===== config.mk =====
export PLATFORM = sky130hd
export DESIGN_NAME = vresult_checker_fifo
export DESIGN_NICKNAME = d
export VERILOG_FILES = /design/src/rtl/vresult_checker_fifo.sv
export SDC_FILE = /design/constraint.sdc
export NUM_CORES = 1
export LEC_CHECK = 0
export BUFFER_PORTS_ARGS = -buffer_cell sky130_fd_sc_hd__buf_2
export CAP_MARGIN = 20
export CORE_UTILIZATION = 50
export CTS_CLUSTER_DIAMETER = 100
export DETAILED_ROUTE_END_ITERATION = 8
export GPL_ROUTABILITY_DRIVEN = 0
export MAX_ROUTING_LAYER = met4
export PLACE_DENSITY_LB_ADDON = 0.15
export SYNTH_ARGS = -nofsm -noshare
export SYNTH_HDL_FRONTEND = slang
export SYNTH_SLANG_ARGS = --single-unit

===== constraint.sdc =====
create_clock -name clk -period 4 [get_ports clk]
set_clock_uncertainty 0.05 [all_clocks]
set_input_delay 0 -clock clk [delete_from_list [all_inputs] [get_ports clk]]
set_output_delay 0 -clock clk [all_outputs]
set_load 0.05 [all_outputs]

===== src/rtl/vresult_checker_fifo.sv =====
// Power-of-two synchronous FIFO with show-ahead read data; a pop frees the
// head slot in the same cycle, so a push is also taken when full and popping.
module vresult_checker_fifo #(
  parameter int unsigned WIDTH = 8,
  parameter int unsigned DEPTH = 8
) (
  input  logic             clk,
  input  logic             rst,
  input  logic             clr,
  input  logic             push,
  input  logic             pop,
  input  logic [WIDTH-1:0] wdata,
  output logic [WIDTH-1:0] rdata,
  output logic             full,
  output logic             empty
);
  localparam int unsigned PTR_W = $clog2(DEPTH);

  logic [WIDTH-1:0] mem [DEPTH];
  logic [PTR_W-1:0] wr_ptr_q, wr_ptr_d;
  logic [PTR_W-1:0] rd_ptr_q, rd_ptr_d;
  logic [PTR_W:0]   cnt_q, cnt_d;
  logic             do_push, do_pop;

  assign full    = (cnt_q == (PTR_W+1)'(DEPTH));
  assign empty   = (cnt_q == '0);
  assign do_pop  = pop && !empty && !clr;
  assign do_push = push && (!full || do_pop) && !clr;
  assign rdata   = mem[rd_ptr_q];

  always_comb begin
    wr_ptr_d = wr_ptr_q;
    rd_ptr_d = rd_ptr_q;
    cnt_d    = cnt_q;
    if (clr) begin
      wr_ptr_d = '0;
      rd_ptr_d = '0;
      cnt_d    = '0;
    end else begin
      if (do_push) wr_ptr_d = wr_ptr_q + PTR_W'(1);
      if (do_pop)  rd_ptr_d = rd_ptr_q + PTR_W'(1);
      case ({do_push, do_pop})
        2'b10:   cnt_d = cnt_q + (PTR_W+1)'(1);
        2'b01:   cnt_d = cnt_q - (PTR_W+1)'(1);
        default: cnt_d = cnt_q;
      endcase
    end
  end

  always_ff @(posedge clk) begin
    if (!rst) begin
      wr_ptr_q <= '0;
      rd_ptr_q <= '0;
      cnt_q    <= '0;
    end else begin
      wr_ptr_q <= wr_ptr_d;
      rd_ptr_q <= rd_ptr_d;
      cnt_q    <= cnt_d;
    end
  end

  always_ff @(posedge clk) begin
    if (do_push) mem[wr_ptr_q] <= wdata;
  end

endmodule


==> results of run 1 <==
[kinds of logic after synthesis]
family	count (synthesis)
simple gates	35
xor+xnor	7
buf+inv	11
flops	77
mux	28
fa+ha+maj	5
compound gates	11
[cells in the mapped netlist, drive strengths merged]
cell    instances
edfxtp         64
mux4           16
nor2           16
dfxtp          13
mux2            8
buf             6
xor2            6
ha              5
a21oi           4
mux2i           4
inv             3
nand2           3
nor2b           3
nor4            3
o21ai           3
clkbuf          2
nand2b          2
nor3            2
o41ai           2
nand3           1
nor4b           1
nor4bb          1
o211ai          1
o21bai          1
or2             1
or3             1
or4b            1
xnor2           1
[path summary, 6_finish.rpt]
check	endpoint	from	slack, ps	cells past startpoint
setup / recovery	cnt_q[2]	cnt_q[1]	1290	9
hold reg to reg	cnt_q[3]	cnt_q[3]	470	2
setup reg to reg	cnt_q[2]	cnt_q[1]	1290	9
hold / removal	wr_ptr_q[0]	pop	110	4
[cell type report]
type,count,area [sq um]
clock buffers,11,131
clock inverters,5,51.3
fillers,443,2360
inverters,3,11.3
multi-input cells,86,892
flip-flops and latches,77,2180
well taps,75,93.8
repair buffers,33,233
[power by group through the flow]
| stage | Clock [W] | Combinational (W) | Sequential [W] |
|---|---|---|---|
| 6_report | 0.000546 | 0.0000734 | 0.000877 |
| 3_3_place_gp | 0 | 0.0000624 | 0.000895 |
| 4_1_cts | 0.000556 | 0.0000721 | 0.000878 |
| 5_1_grt | 0.000594 | 0.0000793 | 0.000877 |
| 3_5_place_dp | 0 | 0.0000659 | 0.000896 |
| 2_1_floorplan | 0 | 0.0000432 | 0.000894 |
[registers in the layout, summed over array words and instances (netlist names), named ones only]
| register | flops |
|---|---|
| rd_ptr_q | 3 |
| cnt_q | 4 |
| wr_ptr_q | 3 |
| mem | 64 |
[metrics by stage]
step | power [W] | setup slack, ps
floorplan | 0.000937 | 1540
global placement | 0.000958 | 1490
detailed placement | 0.000962 | 1310
CTS | 0.00151 | 1290
global route | 0.00155 | 1150
finish | 0.00150 | 1290
[critical path, delay by kind of cell, from the launching register on]
| family | cells | cell delay (ps) |
|---|---|---|
| AOI/OAI and AO/OA | 3 | 980 |
| adders and majority gates | 2 | 480 |
| and+or+nand+nor | 2 | 450 |
| DFF | 1 | 400 |
| xor gates and xnor gates | 2 | 270 |
[per-layer routing]
layer	global-route usage [%]	vias up	share of wire, %
met1	24.0	818	41
met2	32.6	47	53
met5	-	-	0
li1	-	753	-
met4	6.96	0	0.49
met3	5.39	2	4.6
==> flow_summary.yaml, run 1 <==
status:
  outcome: "finished, final reports clean"
cts:
  clock-root-buffer: "clkbuf_8"
  clk_pin_slew_ps: 80
  clk_latency_ps: 330
  holdBufCountCts: 8
  htreeDepth: 3
  cts.sinks: 77
  ctsResizeCount: 0
  clock_path_buffers: 2
  cts_tree: "yes"
  cts_buffers: 9
  post-cts-setup-buffers: 0
final_layout:
  stdcell_area_sq_um: 3590
  final_common_cell: "edfxtp_1"
  fin_cells: 290
  fin_nets: 228
  post-route-util_pct: 60.4
  num_antenna_cells: 0
  layout_common_cells: "edfxtp_1 (64), buf_2 (22), nor2_1 (16), mux4_2 (16), dfxtp_1 (13)"
  areaGrowthSynthToFinish_pct: 15.2
  drive_gt1_share_pct: 31.6
worst_setup_path:
  crit_path_end_kind: "flop"
  slowest_stage: "o41ai_2"
  arrival_ps: 2930
  crit_path_max_fanout: 8
  startpoint_type: "flop"
  slowest_delay_ps: 690
  cp.required_ps: 4220
  critPathKind: "reg2reg"
  path_cells: "o41ai_2, nor2_1, ha_1, xor2_1, ha_1, a21oi_1, xor2_1, or3_1, a21oi_1"
power_and_ir_drop:
  power_density_nw_per_um2: 416
  leakage_nw: 1.22
  swShare_pct: 20.7
  p_int_w: 0.00119
  vdd_drop_max_mv: 0.199
  p_sw_w: 0.000310
  clkPwrFrac_pct: 36.5
  p_seq_share_pct: 58.6
  power_frac_comb_pct: 4.9
sta:
  setup-violations-final: 0
  finalMaxSlewViolations: 0
  fmax_mhz: 369
  hold_viol: 0
  fin_crit_sh_pct: 67.8
  fin_crit_ps: 2710
  slew_headroom_pct: 41.9
  final.setup.tns_ps: 0
  hold_ws_ps: 114
  tightestPinTransition_ps: 868
  rsz0062_at_grt: "no"
placement:
  dpl_cell_area_sq_um: 3300
  placed_cells: 265
  port_buffers: 22
  hpwl_mm: 3.61
routing:
  num_vias: 1620
  post-route-drc-count: 0
  wl_per_cell_microns: 18.9
  ant_nets: 0
  drt-total-wl_mm: 5.47
  vias_per_cell: 5.59
  firstDrtPassIters: 4
  first_iter_violations: 149
global_route:
  antenna_found_initial: 0
  grt_usage_pct: 20.0
  first_global_vias: 1721
  grt_pass1_wl_mm: 8.81
  gr-total-overflow: 0
  grt_max_degree: 17
min_path:
  hold_path.class: "in2reg"
yosys:
  yosys-top-cells-area: "edfxtp_1 (62%), mux4_2 (12%), dfxtp_1 (8.3%)"
  synth_fp_nets: 192
  synth_xor_area_share_pct: 1.97
  yosys-mux-area-fraction_pct: 15.7
  synth_warnings: 0
  seq_area_frac_synth_pct: 70.0
  synth_top_family_by_area: "multiplexers"
  ys_ff_latch: 77
  synth_largest_area_cell: "edfxtp_1"
  syn_inst: 174
  synth_top_cell_area_share_pct: 61.6
  syn_avg_cell_area_sq_um: 17.9
  synthAdderAreaFrac_pct: 2.01
  synth_simple_gate_area_share_pct: 5.82
  yosysUniqueCellTypes: 33
  synth_compound_area_share_pct: 2.77
  netlist_area_sq_um: 3120
floorplanning:
  die_area_sq_um: 6560
  io_pins: 23
  coreArea_sq_um: 5960
  fp.dieH_microns: 81.0
  rows: 28
  start_util_pct: 52.4
  die_x_microns: 81.0
flow_run:
  drv_cap: 0
No activity file was read; power rests on OpenSTA's default activity.
==> run 2: changes to the inputs <==
clock period = 2.43 ns   (was 4 ns; I/O delays follow)
==> run 2 against run 1 <==
Clock power up 62%. Global-route usage is 0.39 points lower. Largest cell class unchanged. Combinational power is 83% higher. Cell count grew 4.5%. Clock-buffer cell count is 1 lower. Critical path type unchanged. Total power up 64%. Maximum frequency is 12% higher. Sequential cell count did not move.
==> flow_summary.yaml, run 2 (synthesis results as in run 1) <==
status:
  outcome: "finished, final reports clean"
cts:
  cts_buffers: 9
  cts.sinks: 77
  htreeDepth: 3
  clk_pin_slew_ps: 70
  clk_latency_ps: 330
  clock-root-buffer: "clkbuf_8"
  clock_path_buffers: 2
  cts_tree: "yes"
worst_setup_path:
  slowest_stage: "or4b_4"
  critPathKind: "reg2reg"
  cp.required_ps: 2640
  crit_path_end_kind: "flop"
  arrival_ps: 2630
  crit_path_max_fanout: 2
  slowest_delay_ps: 560
  startpoint_type: "flop"
  path_cells: "or4b_4, o21ai_4, ha_4, xor2_2, ha_2, a21oi_2, xor2_2, or3_1, a21oi_2"
sta:
  fin_crit_sh_pct: 99.5
  slew_headroom_pct: 40.9
  finalMaxSlewViolations: 0
  setup_slack_ps: 13.3
  hold_viol: 0
  final.setup.tns_ps: 0
  tightestPinTransition_ps: 883
  fmax_mhz: 414
  fin_crit_ps: 2420
  setup-violations-final: 0
  rsz0062_at_grt: "yes"
final_layout:
  fin_nets: 241
  largest_register_ffs: 64
  final_common_cell: "edfxtp_1"
  areaGrowthSynthToFinish_pct: 20.7
  top_regs: "mem x64, cnt_q x4"
  multi_input_area_sq_um: 967
  seq_area_sq_um: 2190
  fin_cells: 303
  layout_common_cells: "edfxtp_1 (64), buf_2 (22), mux4_2 (16)"
  drive_gt1_share_pct: 39.5
  fillers: 440
  num_antenna_cells: 0
  stdcell_area_sq_um: 3760
  regMostFlops: "mem"
power_and_ir_drop:
  power_density_nw_per_um2: 653
  swShare_pct: 20.6
  vdd_drop_max_mv: 0.347
  clkPwrFrac_pct: 36.0
  p_sw_w: 0.000506
  p_int_w: 0.00195
  p_seq_share_pct: 58.6
  leakage_nw: 1.28
  power_frac_comb_pct: 5.4
global_route:
  grt_pass1_wl_mm: 8.67
  grt_max_degree: 17
  grt_usage_pct: 19.6
  gr-total-overflow: 0
  first_global_vias: 1719
  antenna_found_initial: 0
floorplanning:
  io_pins: 23
  coreArea_sq_um: 5960
  die_x_microns: 81.0
  start_util_pct: 52.4
  rows: 28
  fp.dieH_microns: 81.0
  die_area_sq_um: 6560
routing:
  num_vias: 1664
  vias_per_cell: 5.49
  firstDrtPassIters: 4
  post-route-drc-count: 0
  ant_nets: 0
  drt-total-wl_mm: 5.45
  wl_per_cell_microns: 18.0
  first_iter_violations: 103
placement:
  pre_cts_ws_ps: -74.1
  placed_cells: 275
  port_buffers: 22
  hpwl_mm: 3.51
  dpl_cell_area_sq_um: 3380
flow_run:
  drv_cap: 0
min_path:
  hold_path.class: "in2reg"
## run 2: cell types whose count changed in the layout (fill, tap and decap cells not counted), moves of 2 or more
cell / delta
buf_4: +13
ha_1: -3
a21oi_1: -2
a21oi_2: +2
clkinv_1: +2
dfxtp_1: -2
ha_4: +2
nor3_1: +2
nor3_2: -2
xor2_1: -2
xor2_2: +2
## run 2: routing by layer
layer,vias to the layer above,global-route usage [%],routed length [microns]
met1,848,23.0,2270
met2,30,32.7,2940
met4,0,10.2,89
li1,778,-,-
met3,8,3.03,151
met5,-,-,0
## run 2: cell type report
type                    instances  share of cell area, %
clock inverters                 6                   1.43
repair buffers                 46                   8.58
well taps                      75                   2.49
clock buffers                  10                   3.39
inverters                       3                  0.299
multi-input cells              86                   25.7
flip-flops and latches         77                   58.1
## run 2: stage by stage
step	hold slack (ps)	utilization (%)	total power [W]
floorplan	48.9	-	0.00154
global placement	209	56.8	0.00158
detailed placement	220	56.8	0.00159
CTS	108	61.6	0.00248
global route	197	63.2	0.00254
finish	140	63.2	0.00246
## run 2: final timing paths
path | cells past startpoint | startpoint | end | slack, ps
setup / recovery | 9 | cnt_q[1] | cnt_q[2] | 10
hold / removal | 4 | pop | wr_ptr_q[2] | 140
setup reg to reg | 9 | cnt_q[1] | cnt_q[2] | 10
hold reg to reg | 2 | rd_ptr_q[2] | rd_ptr_q[2] | 470
## run 2: power groups by stage
stage	registers (W)	logic, W	clock network (W)
after floorplan	0.00147	0.0000720	0
after global placement	0.00147	0.000111	0
after detailed placement	0.00147	0.000116	0
after CTS	0.00144	0.000128	0.000909
after global routing	0.00144	0.000144	0.000957
final	0.00144	0.000134	0.000886
## run 2: repair_timing
action | 4_1_cts | 5_1_grt
setup buffers | 3 | 1
hold endpoints to repair | 64 | 0
setup endpoints to repair | 1 | 2
hold buffers | 8 | 0
pin swaps | 2 | 8
resized for setup | 2 | 13
## run 2: worst max-delay path: cells and delay by family, from the launching register on
family,cells,cell delay [ps]
AO/OA/AOI/OAI,3,370
XOR/XNOR,2,300
adder cells (fa/ha/maj),2,350
flip-flops,1,320
AND/OR/NAND/NOR,2,940
==> run 3: changes to the inputs <==
CELL_PAD_IN_SITES_DETAIL_PLACEMENT = 2   (was not set)
CELL_PAD_IN_SITES_GLOBAL_PLACEMENT = 2   (was not set)
CORE_UTILIZATION = 40   (was 50)
RECOVER_POWER = 100   (was not set)
==> run 3 against run 2 <==
Non-clock buffer count grew 2. Critical path depth unchanged. Critical endpoint unchanged. Sequential share of layout area shrank 0.74 points. Clock power grew 22%. The flow now finishes with violations (negative setup slack). Setup slack lost 37 ps.
==> flow_summary.yaml, run 3 (synthesis results as in run 1) <==
sta:
  hold_viol: 0
  rsz0062_at_grt: "yes"
  setup_slack_ps: -24.0
  fin_crit_sh_pct: 101
  fin_crit_ps: 2450
  finalMaxSlewViolations: 0
  tightestPinTransition_ps: 978
  slew_headroom_pct: 34.5
  fmax_mhz: 408
  setup-violations-final: 1
placement:
  placed_cells: 301
  port_buffers: 22
  pre_cts_ws_ps: -98.7
  hpwl_mm: 4.83
floorplanning:
  io_pins: 23
  fp.dieH_microns: 90.3
  start_util_pct: 42.1
  coreArea_sq_um: 7410
  rows: 31
  die_area_sq_um: 8150
  die_x_microns: 90.3
cts:
  clk_pin_slew_ps: 80
  clock_path_buffers: 2
  cts_buffers: 9
  htreeDepth: 3
  cts.sinks: 77
  clock-root-buffer: "clkbuf_8"
  clk_latency_ps: 350
  cts_tree: "yes"
global_route:
  gr-total-overflow: 0
  gr-usage-met1_pct: 25.3
  met2_usage_pct: 35.2
  first_global_vias: 2028
  antenna_found_initial: 0
  grt_usage_pct: 21.0
  grt_use_met3_pct: 3.20
  grt_max_degree: 17
  busiest_layer: "met2"
  grt_pass1_wl_mm: 12.0
worst_setup_path:
  timing.rr.end: "cnt_q[2]"
  arrival_ps: 2680
  cp.required_ps: 2660
  crit_path_max_fanout: 3
  slowest_stage: "or4b_4"
  crit_path_end_kind: "flop"
  timing.rr.start: "cnt_q[1]"
  critPathKind: "reg2reg"
  path_cells: "or4b_4, o21ai_4, ha_4, xor2_2, ha_2, a21oi_2, xor2_1, or3_1, a21oi_2"
  crit_buf_inv: 0
  rrSetupSlack_ps: -20
  critPathTopFamily: "simple AND/OR/NAND/NOR gates"
  crit_top_cell: "a21oi_2"
  slowest_delay_ps: 560
  startpoint_type: "flop"
  reg2reg_depth: 9
final_layout:
  regMostFlops: "mem"
  fin_cells: 329
  fillers: 689
  post-route-util_pct: 51.5
  areaGrowthSynthToFinish_pct: 22.2
  layout_common_cells: "edfxtp_1 (64), buf_4 (18), mux4_2 (16)"
  multi_input_area_sq_um: 955
  drive_gt1_share_pct: 37.8
  num_antenna_cells: 0
  top_regs: "mem x64, cnt_q x4"
  final_common_cell: "edfxtp_1"
  fin_nets: 243
  seq_area_sq_um: 2190
  largest_register_ffs: 64
status:
  outcome: "finished, violations left"
  violations: "negative setup slack"
routing:
  num_vias: 1736
  first_iter_violations: 54
  drt-total-wl_mm: 7.74
  wl_per_cell_microns: 23.5
  vias_per_cell: 5.28
  firstDrtPassIters: 4
  ant_nets: 0
  post-route-drc-count: 0
power_and_ir_drop:
  vdd_drop_max_mv: 0.317
  total_power_w: 0.00266
  power_density_nw_per_um2: 698
  leakage_nw: 1.29
min_path:
  hp-start: "rst"
  hold_path.class: "in2reg"
  whs_endpoint: "wr_ptr_q[1]"
  hold_depth: 3
flow_run:
  drv_cap: 0
[run 3: metrics by stage]
| stage | area, sq um | hold WS [ps] | setup TNS, ps |
|---|---|---|---|
| final | 3810 | 141 | -24.0 |
| after CTS | 3790 | 131 | 0 |
| after floorplan | 3130 | 48.9 | 0 |
| after global placement | 3440 | 210 | 0 |
| after global routing | 3810 | 192 | -172 |
| after detailed placement | 3440 | 232 | -182 |
[run 3: area by class of cell]
cell class                 instances  share of cell area, %
sequential                        77                   57.4
multi-input combinational         86                   25.0
timing repair buffer              48                   8.24
clock buffer                       9                   3.25
tap                               99                   3.25
clock inverter                     7                   2.56
inverter                           3                  0.295
[run 3: where the power goes]
group | leakage (nW) | internal [W] | total (W) | switching [W]
Clock | 0.107 | 0.000582 | 0.00108 | 0.000501
Combinational | 0.496 | 0.0000516 | 0.000140 | 0.0000881
Sequential | 0.684 | 0.00144 | 0.00144 | 0.00000525
[run 3: how the worst max path moves through the flow]
| stage | startpoint | to | cells after the start |
|---|---|---|---|
| floorplan | cnt_q[1] | cnt_q[2] | 10 |
| global placement | cnt_q[1] | cnt_q[2] | 10 |
| finish | cnt_q[1] | cnt_q[2] | 9 |
| CTS | cnt_q[1] | cnt_q[2] | 9 |
| detailed placement | cnt_q[1] | cnt_q[3] | 8 |
| global route | cnt_q[1] | cnt_q[2] | 9 |
[run 3: tightest hold or removal path, stage by stage]
cell and delay, ps:
buf_2 80, nand2b_1 260, nor2_1 170
[run 3: per-layer routing]
layer  part of all wire, %  routed length (microns)  vias up
li1                      -                        -      777
met1                    43                     3320      908
met2                    52                     4030       35
met3                   2.6                      203       16
met4                   2.4                      189        0
met5                     0                        0        -
[run 3: timing repair]
item,in CTS,in global routing
buffers inserted,3,1
endpoints found under the hold margin,64,0
hold buffers,8,0
pin swaps,3,3
setup endpoints to repair,2,2
resized for setup,6,6
